`src/rtl/pedal_pkg.sv`:
```
// Shared types and helpers for the pedal chain's converter front ends.
// Sample width, midscale code and signed-to-offset-binary mapping live here.
package pedal_pkg;

  localparam int SAMPLE_W = 8;

  localparam logic [SAMPLE_W-1:0] MIDSCALE = {1'b1, {(SAMPLE_W-1){1'b0}}};

  typedef logic [SAMPLE_W-1:0] sample_t;

  typedef struct packed {
    logic ovr;
    logic udr;
  } dac_flags_t;

  // Flipping the MSB is the same as adding half scale modulo 2^N.
  function automatic sample_t to_offset_bin(input logic signed [SAMPLE_W-1:0] s);
    return {~s[SAMPLE_W-1], s[SAMPLE_W-2:0]};
  endfunction

endpackage

```
`src/rtl/pwm_dac_out_if.sv`:
```
// Signed sample stream from the effect modules into the DAC output stage.
// One-cycle vld strobe per sample; the sink never stalls the source.
interface pwm_dac_out_if #(
  parameter int DATA_WIDTH = pedal_pkg::SAMPLE_W
);
  logic [DATA_WIDTH-1:0] data_i;
  logic                  vld_i;

  modport master (output data_i, output vld_i);
  modport slave  (input  data_i, input  vld_i);
endinterface

```
`src/rtl/pwm_dac_out_tick_gen.sv`:
```
// PWM tick prescaler: tick is high on the last clock of every CLK_DIV group.
// Held at zero while en is low so a re-enabled engine restarts on a clean tick.
module tick_gen #(
  parameter int CLK_DIV = 1
) (
  input  logic clk,
  input  logic rst,
  input  logic en,
  output logic tick
);

  localparam int            PW   = (CLK_DIV > 1) ? $clog2(CLK_DIV) : 1;
  localparam logic [PW-1:0] LAST = PW'(CLK_DIV - 1);

  logic [PW-1:0] pre_q, pre_d;

  always_comb begin
    pre_d = pre_q;
    tick  = 1'b0;
    if (!en) begin
      pre_d = '0;
    end else if (pre_q == LAST) begin
      pre_d = '0;
      tick  = 1'b1;
    end else begin
      pre_d = pre_q + 1'b1;
    end
  end

  always_ff @(posedge clk or posedge rst) begin
    if (rst) pre_q <= '0;
    else     pre_q <= pre_d;
  end

endmodule

```
`src/rtl/pwm_dac_out.sv`:
```
// Sample stream to single-bit PWM for the RC-filtered audio DAC; new duty lands one cycle
// after the period boundary, pwm_o follows a cycle later. No backpressure: ovr/udr report rate slip.
module pwm_dac_out #(
  parameter int DATA_WIDTH = pedal_pkg::SAMPLE_W,
  parameter int CLK_DIV    = 1
) (
  input  logic         clk,
  input  logic         rst,
  input  logic         en,
  input  logic         clr,
  pwm_dac_out_if.slave s_if,
  output logic         pwm_o,
  output logic         frame_o,
  output logic         ovr_o,
  output logic         udr_o
);

  import pedal_pkg::*;

  localparam int N = DATA_WIDTH;
  localparam logic [N-1:0] CNT_LAST = '1;

  logic [N-1:0] mid;
  logic [N-1:0] u;

  generate
    if (N == SAMPLE_W) begin : g_pkg_conv
      assign mid = MIDSCALE;
      assign u   = to_offset_bin($signed(s_if.data_i));
    end else begin : g_local_conv
      assign mid = {1'b1, {(N-1){1'b0}}};
      assign u   = {~s_if.data_i[N-1], s_if.data_i[N-2:0]};
    end
  endgenerate

  logic tick;
  logic bnd;

  tick_gen #(.CLK_DIV(CLK_DIV)) u_tick_gen (
    .clk  (clk),
    .rst  (rst),
    .en   (en),
    .tick (tick)
  );

  logic [N-1:0] cnt_q,  cnt_d;
  logic [N-1:0] duty_q, duty_d;
  logic [N-1:0] pend_q, pend_d;
  logic         pend_vld_q, pend_vld_d;
  logic         armed_q,    armed_d;
  logic         pwm_q,      pwm_d;
  logic         frame_q,    frame_d;
  dac_flags_t   flg_q,      flg_d;

  assign bnd = tick && (cnt_q == CNT_LAST);

  always_comb begin
    cnt_d      = cnt_q;
    duty_d     = duty_q;
    pend_d     = pend_q;
    pend_vld_d = pend_vld_q;
    armed_d    = armed_q;
    pwm_d      = 1'b0;
    frame_d    = 1'b0;
    flg_d      = flg_q;

    if (clr) flg_d = '0;

    if (!en) begin
      cnt_d      = '0;
      duty_d     = mid;
      pend_vld_d = 1'b0;
      armed_d    = 1'b0;
    end else begin
      pwm_d   = (cnt_q < duty_q);
      frame_d = bnd;
      if (tick) cnt_d = cnt_q + 1'b1;

      if (bnd) begin
        if (pend_vld_q) begin
          duty_d     = pend_q;
          pend_vld_d = 1'b0;
          armed_d    = 1'b1;
        end else if (armed_q) begin
          flg_d.udr = 1'b1;
        end
      end

      // A sample arriving on the boundary replaces a buffer that is being drained, not lost.
      if (s_if.vld_i) begin
        if (pend_vld_q && !bnd) flg_d.ovr = 1'b1;
        pend_d     = u;
        pend_vld_d = 1'b1;
      end
    end
  end

  always_ff @(posedge clk or posedge rst) begin
    if (rst) begin
      cnt_q      <= '0;
      duty_q     <= mid;
      pend_q     <= '0;
      pend_vld_q <= 1'b0;
      armed_q    <= 1'b0;
      pwm_q      <= 1'b0;
      frame_q    <= 1'b0;
      flg_q      <= '0;
    end else begin
      cnt_q      <= cnt_d;
      duty_q     <= duty_d;
      pend_q     <= pend_d;
      pend_vld_q <= pend_vld_d;
      armed_q    <= armed_d;
      pwm_q      <= pwm_d;
      frame_q    <= frame_d;
      flg_q      <= flg_d;
    end
  end

  assign pwm_o   = pwm_q;
  assign frame_o = frame_q;
  assign ovr_o   = flg_q.ovr;
  assign udr_o   = flg_q.udr;

endmodule

```
`src/flat_wrapper.sv`:
```
// flat-port wrapper written by rule: the top's interface ports become plain ports
module pwm_dac_out_flat import pedal_pkg::*;
#(
  parameter int DATA_WIDTH = pedal_pkg::SAMPLE_W,
  parameter int CLK_DIV    = 1
)
  (clk, rst, en, clr, pwm_o, frame_o, ovr_o, udr_o, s_if_data_i, s_if_vld_i);
  pwm_dac_out_if #(.DATA_WIDTH(DATA_WIDTH)) s_if_i ();
  input  logic clk;
  input  logic rst;
  input  logic en;
  input  logic clr;
  output logic pwm_o;
  output logic frame_o;
  output logic ovr_o;
  output logic udr_o;
  input wire logic [$bits(s_if_i.data_i)-1:0] s_if_data_i;
  input wire logic [$bits(s_if_i.vld_i)-1:0] s_if_vld_i;
  assign s_if_i.data_i = s_if_data_i;
  assign s_if_i.vld_i = s_if_vld_i;
  pwm_dac_out #(.DATA_WIDTH(DATA_WIDTH), .CLK_DIV(CLK_DIV)) u_core (.clk(clk), .rst(rst), .en(en), .clr(clr), .s_if(s_if_i), .pwm_o(pwm_o), .frame_o(frame_o), .ovr_o(ovr_o), .udr_o(udr_o));
endmodule
```
`config.mk`:
```
export PLATFORM = sky130hd
export DESIGN_NAME = pwm_dac_out_flat
export DESIGN_NICKNAME = d
export VERILOG_FILES = /design/src/rtl/pedal_pkg.sv /design/src/rtl/pwm_dac_out_if.sv /design/src/rtl/pwm_dac_out_tick_gen.sv /design/src/rtl/pwm_dac_out.sv /design/src/flat_wrapper.sv
export SDC_FILE = /design/constraint.sdc
export NUM_CORES = 1
export LEC_CHECK = 0
export ABC_AREA = 1
export BUFFER_PORTS_ARGS = -buffer_cell sky130_fd_sc_hd__buf_2
export CAP_MARGIN = 20
export CORE_MARGIN = 10
export CORE_UTILIZATION = 45
export DETAILED_ROUTE_END_ITERATION = 12
export PLACE_DENSITY = 0.75
export SYNTH_ARGS = -nofsm -noshare
export SYNTH_HDL_FRONTEND = slang
export SYNTH_HIERARCHICAL = 1
export SYNTH_SLANG_ARGS = --single-unit
```
`constraint.sdc`:
```
create_clock -name clk -period 2.05 [get_ports clk]
set_input_delay 0.3075 -clock clk [delete_from_list [all_inputs] [get_ports clk]]
set_output_delay 0.3075 -clock clk [all_outputs]
set_load 0.03 [all_outputs]
```
Word-level counts from Yosys, hierarchy flattened
Index checks and enable logic that the tools add are counted.
Word-level totals
  register bits after elaboration: 31
  input bits: 13
  output and inout bits: 4
Cells by class
  add/subtract/negate cells: 2
  magnitude comparators: 1
  eq/ne operators: 5
  mux-type cells: 24
  bitwise logic cells: 1
  reduce and logical (&&, ||, !) cells: 5
Operators by type and width (number)
  2-to-1 mux 8 bit: 5
  2-to-1 mux 1 bit: 17
  adder 8 x 1 -> 8 bit (second input constant): 1
  equality test 8 bit (second input constant): 1
  < comparator 8 bit: 1
  != test 2 x 1 -> 1 bit (second input constant): 3
  2-to-1 mux 2 bit: 2
  AND reduction 2 bit: 2
  != test 3 x 1 -> 1 bit (second input constant): 1
  logical AND 1 bit: 2
  adder 1 bit (second input constant): 1
  zero test 1 bit: 1
  inverter 1 bit: 1

Logic depth before layout (Yosys ltp)
Gate-level depths: netlist of run 1.
  word-level depth: 8
  mapped depth: 9
  gate-level depth less buffers: 9

Modules after synthesis
The synthesis of run 1 kept the hierarchy.
Modules (own cells, without submodules)
  pwm_dac_out: instances 1, cells an instance 160, area each 1480.2 µm²
  tick_gen: instances 1, cells an instance 1, area each 7.5 µm²

Worst setup path before layout of run 1
No wires, ideal clock.
  path kind: reg2reg
  start: reg u_core.duty_q[7]
  end: reg u_core.pwm_q, in the netlist u_core/pwm_o
  data arrival time: 1.126 ns
  required time: 1.929 ns
  setup slack: 0.803 ns
  cell stages (with the launch flop): 7
  path buffers: 0
  path through: dfstp_2 -> inv_1 -> ha_1 -> nand2_1 -> o21a_1 -> nand2_1 -> nor2_1
On the way
  cells in the longest elaborated chain, start to end: 2
Ends and longest elaborated chain
  start, declared: line pwm_dac_out.sv:47  | logic [N-1:0] duty_q, duty_d;
  start signal, assigned: line pwm_dac_out.sv:101  | duty_q <= mid;
  start signal, assigned: line pwm_dac_out.sv:110  | duty_q <= duty_d;
  < comparator 8 bit: line pwm_dac_out.sv:75  | pwm_d = (cnt_q < duty_q);
  2-to-1 mux 1 bit: line pwm_dac_out.sv:69  | if (!en) begin
  named net u_core.pwm_d: line pwm_dac_out.sv:51  | logic pwm_q, pwm_d;
  end signal, assigned: line pwm_dac_out.sv:114  | pwm_q <= pwm_d;
  end, declared: line pwm_dac_out.sv:51
The timed path passes the listed nets, and every way through them passes these cells.
A chain may end at the register's enable or synchronous reset.

Worst setup path after layout of run 1
  start: reg u_core.cnt_q[1]
  end: reg u_core.duty_q[4]
On the way
  cells in the longest elaborated chain, start to end: 4
Ends and longest elaborated chain
  start, declared: line pwm_dac_out.sv:46  | logic [N-1:0] cnt_q, cnt_d;
  start signal, assigned: line pwm_dac_out.sv:109  | cnt_q <= cnt_d;
  equality test 8 bit: line pwm_dac_out.sv:55  | assign bnd = tick && (cnt_q == CNT_LAST);
  logical AND 1 bit: line pwm_dac_out.sv:55
  != test 2 x 1 -> 1 bit (no line)
  AND reduction 2 bit (no line)
No other way between the ends.

==> results.json, run 1 <==
{
  "status": "completed",
  "drtAntennaViolNets": 0,
  "yosysSeqAreaShare": 0.505,
  "wl_per_cell_um": 11.9,
  "vias": 1099,
  "clk_latency_ns": 0.32,
  "synth.net_count": 182,
  "grt-ovfl-total": 0,
  "place_area_um2": 1620,
  "grt_first_pass_wirelength_um": 5120,
  "synth-seq-cells": 30,
  "synth_mux_area_frac": 0.0530,
  "ys_warn_count": 6,
  "design_area_um2": 1680,
  "drtIter0Drc": 82,
  "netlist_area_um2": 1490,
  "ys_types": 26,
  "min_path_type": "in2async",
  "grt_max_degree": 31,
  "drive_gt1_frac": 0.250,
  "ff2ff_path_depth": 6,
  "leakagePower_nw": 0.919,
  "pin_count": 17,
  "cts.repair.resized": 0,
  "synth.largest_area_cell": "dfrtp_1",
  "crit_top_cell": "nand2_1",
  "crit_path_end_kind": "register",
  "drv_slew": 0,
  "r2r_setup_slack_ns": 0.70,
  "antenna_found_initial": 0,
  "dieArea_um2": 6010,
  "setup_viol": 0,
  "vdd_drop_max_uv": 359,
  "path_class": "reg2reg",
  "cp_data_required_time_ns": 2.27,
  "min_period_ns": 1.35,
  "p_int_uw": 840,
  "finalHoldViolations": 0,
  "crit_path_max_incr_delay_ns": 0.40,
  "clockPowerShare": 0.323,
  "coreArea_um2": 3100,
  "totalPowerFinal_mw": 1.12,
  "synthCells": 161,
  "cts.sinks": 30,
  "fin_cells": 228,
  "htree_levels": 2,
  "num-nets-final": 204,
  "combPwrFrac": 0.099,
  "fp-row-count": 20,
  "worst_pin_slew_ns": 0.368,
  "synth-simple-area-share": 0.257,
  "grt_usage": 0.104,
  "maxSlewHeadroom": 0.755,
  "rr_startpoint": "u_core/cnt_q[1]",
  "synth_compound_area_frac": 0.0563,
  "switching_share": 0.249,
  "cts_inserted_buffers": 5,
  "cts_setup_buffers": 0,
  "numPortBuffers": 16,
  "skew_ns": 0.00789,
  "synth_top_family_by_area": "simple AND/OR/NAND/NOR gates",
  "synthXorXnorAreaFrac": 0,
  "root_buffer": "clkbuf_4",
  "synth_area_leaders": "dfrtp_1 49%, nand2_1 11%, ha_1 6.7%, mux2_2 5.3%, inv_1 4.8%",
  "dp_hpwl_um": 2140,
  "synthAdderAreaFrac": 0.0673,
  "clock_path_buffers": 2,
  "cts_tree": "yes",
  "worstPathArrival_ns": 1.57,
  "firstDrtPassIters": 4,
  "drc_errors": 0,
  "initial_utilization": 0.479,
  "areaGrowthSynthToFinish_pct": 13.0,
  "fin_tns_setup_ns": 0,
  "hold_buffers": 0,
  "clk_pin_slew_worst_paths_ns": 0.09,
  "syn_area_per_cell_um2": 9.24,
  "p_per_area_nw_per_um2": 665,
  "path_cells": "ha_1 > nand2_1 > nor2_4 > nand3_2 > nand3_1 > nand2_1",
  "grt_pass1_vias": 1150,
  "cap_violations": 0,
  "pwr-share-seq": 0.578,
  "die_x_um": 77.5,
  "crit_path_top_delay_cell": "dfrtp_1",
  "rsz0062_at_grt": "no",
  "viasPerCell": 4.82,
  "die_h_um": 77.5,
  "startpoint_type": "register",
  "max_freq_mhz": 738,
  "yosys.area.top_type_share": 0.488,
  "r2r-end": "u_core/duty_q[4]",
  "power_switching_uw": 278,
  "placedCellCount": 220,
  "diodes": 0,
  "gp_congestion": 0.848,
  "crit_fanout": 9,
  "fin_crit_sh": 0.661,
  "wl_um": 2720
}
cell type report:
cell class | instances | area [um2]
clock buffer | 7 | 55.1
clock inverter | 1 | 5.00
fill | 297 | 1420
inverter | 20 | 75.1
multi-input combinational | 108 | 644
sequential | 30 | 752
tap | 44 | 55.1
timing repair buffer | 18 | 95.1
synthesized netlist by cell type:
library cell / instances
o21a_1: 1
nor2_8: 1
inv_2: 1
buf_4: 1
nor2_1: 8
o21ai_0: 6
mux2_2: 7
nand3_2: 1
nor3_4: 1
and3_2: 1
clkbuf_1: 1
dfstp_2: 1
nand3_1: 11
or2_2: 2
a21oi_1: 8
ha_1: 8
nand2_4: 2
nor2_4: 1
inv_1: 19
a31oi_1: 1
nor3_1: 4
dfrtp_1: 29
nand2_1: 42
nand2_2: 2
nor2_2: 1
buf_2: 1
critical path, delay by kind of cell (launching register included):
| kind | cells | cell delay, ns |
|---|---|---|
| fa+ha+maj | 1 | 0.22 |
| flops | 1 | 0.40 |
| simple gates | 5 | 0.63 |
per-stage QoR:
step / util / hold WS [ns] / worst slack [ns]
detailed placement: 0.523 / 0.399 / 0.649
floorplan: - / 0.398 / 0.803
finish: 0.542 / 0.0330 / 0.695
global route: 0.542 / 0.0512 / 0.532
global placement: 0.523 / 0.396 / 0.691
CTS: 0.542 / 0.0361 / 0.695
how the worst max path moves through the flow:
stage / start / to / slack (ns)
after global routing: u_core/cnt_q[1] / u_core/duty_q[7] / 0.53
after floorplan: u_core/duty_q[7] / u_core/pwm_o / 0.80
after global placement: en / u_core/duty_q[6] / 0.69
final: u_core/cnt_q[1] / u_core/duty_q[4] / 0.70
after detailed placement: en / u_core/duty_q[4] / 0.65
after CTS: u_core/cnt_q[1] / u_core/duty_q[4] / 0.70
state kept, by name (all words and copies together) (netlist names):
signal and count:
u_core/armed_q 1, u_core/cnt_q 8, u_core/duty_q 8, u_core/frame_o 1, u_core/ovr_o 1, u_core/pend_q 8, u_core/pend_vld_q 1, u_core/pwm_o 1
u_core/udr_o 1
routing by layer:
metal	wire [um]	up-vias	global-route usage
li1	-	562	-
met1	1220	507	0.110
met2	1330	24	0.178
met3	117	6	0.0392
met4	46	0	0.0529
met5	0	-	0
cell usage in the layout, fill, tap and decap left out, types with 2 or more instances in the layout:
master	n
buf_4	2
o21ai_0	6
nand2_4	2
a21oi_1	8
ha_1	8
nand2_1	42
mux2_2	7
clkbuf_4	5
nor2_1	8
nand2_2	2
nand3_1	11
dfrtp_1	29
or2_2	2
buf_2	16
inv_1	19
nor3_1	4
kinds of logic after synthesis:
family / count (synthesis)
flip-flops: 30
AND/OR/NAND/NOR: 77
buffers and inverters: 23
multiplexers: 7
AO/OA/AOI/OAI: 16
adder cells (fa/ha/maj): 8
power groups by stage:
stage / Clock, mW / Combinational (mW) / Sequential [mW]
floorplan: 0 / 0.0751 / 0.660
global placement: 0 / 0.108 / 0.657
detailed placement: 0 / 0.112 / 0.658
CTS: 0.375 / 0.113 / 0.647
global route: 0.406 / 0.130 / 0.652
finish: 0.361 / 0.111 / 0.646
Note: power is estimated with default switching activity, not from simulation.
==> run 2, diff against run 1 <==
Settings changed: ABC_AREA 1 to 0.
Clock period 2.05 ns to 1.4 ns, I/O delays scaled along.
==> run 2 against run 1 <==
Against the previous run: the run now ends with negative setup slack left; area after synthesis is 1.9% lower; flip-flop and latch count stayed put; final area is 5.2% higher; wire length is 6.1% higher; critical path type unchanged.
==> results.json, run 2 <==
{
  "gp_congestion": 0.895,
  "synth_flop_cell": "dfrtp_1",
  "leakagePower_nw": 0.819,
  "layout_common_cells": "28 x dfrtp_1, 18 x nand2_1, 16 x buf_2",
  "vias": 1065,
  "fin_crit_sh": 1.03,
  "areaGrowthSynthToFinish_pct": 21.3,
  "synth_edf_count": 0,
  "ys_warn_count": 6,
  "path_class": "reg2reg",
  "n_fill_cell": 280,
  "min_period_ns": 1.45,
  "drtAntennaViolNets": 0,
  "netlist_area_um2": 1460,
  "clk_pin_slew_worst_paths_ns": 0.09,
  "regArea_um2": 753,
  "drc_errors": 0,
  "met3_length_um": 147,
  "setup_viol": 1,
  "synth-simple-area-share": 0.138,
  "cts_tree": "yes",
  "pin_count": 17,
  "diodes": 0,
  "cts.sinks": 30,
  "rsz0062_at_grt": "yes",
  "skew_ns": 0.00407,
  "startpoint_type": "register",
  "synth_async_sr_flop_share": 1.00,
  "crit_fanout": 3,
  "vdd_drop_max_uv": 567,
  "synthXorXnorAreaFrac": 0.0240,
  "grt_max_degree": 31,
  "synth_top_family_by_area": "simple AND/OR/NAND/NOR gates",
  "yosys.area.top_type_share": 0.497,
  "finalHoldViolations": 0,
  "totalPowerFinal_mw": 1.66,
  "p_per_area_nw_per_um2": 937,
  "yosysSeqAreaShare": 0.515,
  "largestRegisters": "u_core/cnt_q (8), u_core/duty_q (8), u_core/pend_q (8)",
  "multiInputGateArea_um2": 664,
  "max_freq_mhz": 692,
  "synthCells": 133,
  "synth.largest_area_cell": "dfrtp_1",
  "status": "finished, violations left",
  "highest_layer": "met4",
  "synth_mux_area_frac": 0.116,
  "wl_um": 2880,
  "grt_usage": 0.104,
  "root_buffer": "clkbuf_4",
  "worst_pin_slew_ns": 0.396,
  "synth-seq-cells": 30,
  "firstDrtPassIters": 4,
  "fp-row-count": 20,
  "cts_inserted_buffers": 5,
  "yosys.cell_count.top_type": "dfrtp_1",
  "coreArea_um2": 3080,
  "antenna_found_initial": 0,
  "die_h_um": 76.9,
  "viasPerCell": 5.10,
  "yosys-top-cells-count": "29 x dfrtp_1, 18 x nand2_1, 12 x inv_1",
  "wl_met1_um": 1360,
  "num-nets-final": 185,
  "numPortBuffers": 16,
  "met2_length_um": 1340,
  "drv_slew": 0,
  "final_common_cell": "dfrtp_1",
  "crit_path_end_kind": "register",
  "clk_latency_ns": 0.33,
  "design_area_um2": 1770,
  "synthAdderAreaFrac": 0.0686,
  "cp_data_required_time_ns": 1.67,
  "worstPathArrival_ns": 1.72,
  "dieArea_um2": 5920,
  "synth_compound_area_frac": 0.0806,
  "htree_levels": 2,
  "initial_utilization": 0.474,
  "syn_area_per_cell_um2": 11.0,
  "grt_first_pass_wirelength_um": 5010,
  "drive_gt1_frac": 0.333,
  "clock_path_buffers": 2,
  "violations": "negative setup slack",
  "min_path_type": "in2reg",
  "dp_hpwl_um": 2200,
  "synth.net_count": 154,
  "die_x_um": 76.9,
  "synth_area_leaders": "dfrtp_1 50%, ha_1 6.9%, mux2i_1 6.2%, mux2_2 5.4%, nand2_1 4.6%",
  "cap_violations": 0,
  "drtIter0Drc": 69,
  "wl_per_cell_um": 13.8,
  "maxSlewHeadroom": 0.735,
  "grt-ovfl-total": 0,
  "ys_types": 33,
  "fin_ws_ns": -0.0457,
  "place_area_um2": 1660,
  "grt_pass1_vias": 1123
}
[run 2: what timing repair did]
action	4_1_cts	5_1_grt
hold endpoints to repair	29	0
cloned	0	0
hold buffers	1	0
gates resized for setup	1	7
pin swaps	1	0
buffers inserted	0	1
endpoints found under the setup margin	1	11
[run 2: cells by family (layout without fill, tap and decap cells)]
kind of cell | after synthesis | after routing
compound gates | 18 | 18
xor+xnor | 4 | 4
fa+ha+maj | 8 | 8
buf+inv | 18 | 50
flops | 30 | 30
mux | 16 | 16
simple gates | 39 | 39
[run 2: area by class of cell]
class,instances,area share
inverters,12,0.0255
multi-input cells,85,0.376
flip-flops and latches,30,0.426
clock buffers,7,0.0311
clock inverters,1,0.00283
well taps,44,0.0311
repair buffers,30,0.108
[run 2: metal layers]
metal,track usage,up-vias
li1,-,520
met1,0.120,510
met2,0.164,29
met3,0.0455,6
met4,0.0428,0
met5,0,-
[run 2: worst paths after layout]
check	end	cells past startpoint	startpoint	slack [ns]
setup / recovery	u_core/udr_o	6	u_core/cnt_q[0]	-0.05
hold / removal	u_core/pend_q[7]	2	s_if_data_i[7]	0.07
setup reg to reg	u_core/udr_o	6	u_core/cnt_q[0]	-0.05
hold reg to reg	u_core/udr_o	1	u_core/udr_o	0.49
max in group asynchronous	u_core/duty_q[7]	4	rst	0.62
min in group asynchronous	u_core/pend_vld_q	4	rst	0.47
[run 2: power breakdown]
group | total (mW) | switching, mW | internal [mW]
Combinational | 0.177 | 0.0925 | 0.0842
Clock | 0.546 | 0.302 | 0.243
Sequential | 0.936 | 0.0237 | 0.912
Total | 1.66 | 0.419 | 1.24
[run 2: through the flow]
step / worst slack (ns) / cells / utilization / hold WS [ns] / TNS, ns
2_1_floorplan: 0.0139 / 133 / - / 0.300 / 0
3_3_place_gp: 0.0272 / 199 / 0.539 / 0.293 / 0
3_5_place_dp: -0.00945 / 199 / 0.539 / 0.302 / -0.00945
4_1_cts: 0.00980 / 208 / 0.562 / 0.0575 / 0
5_1_grt: -0.143 / 209 / 0.575 / 0.0455 / -1.08
6_report: -0.0457 / 209 / 0.575 / 0.0694 / -0.0457
[run 2: critical path, cell delays in order (launching register included)]
cell and delay, ns:
dfrtp_1 0.36, ha_2 0.19, nand4_1 0.18, buf_4 0.19, buf_4 0.13, nor3_2 0.15
a32o_1 0.19
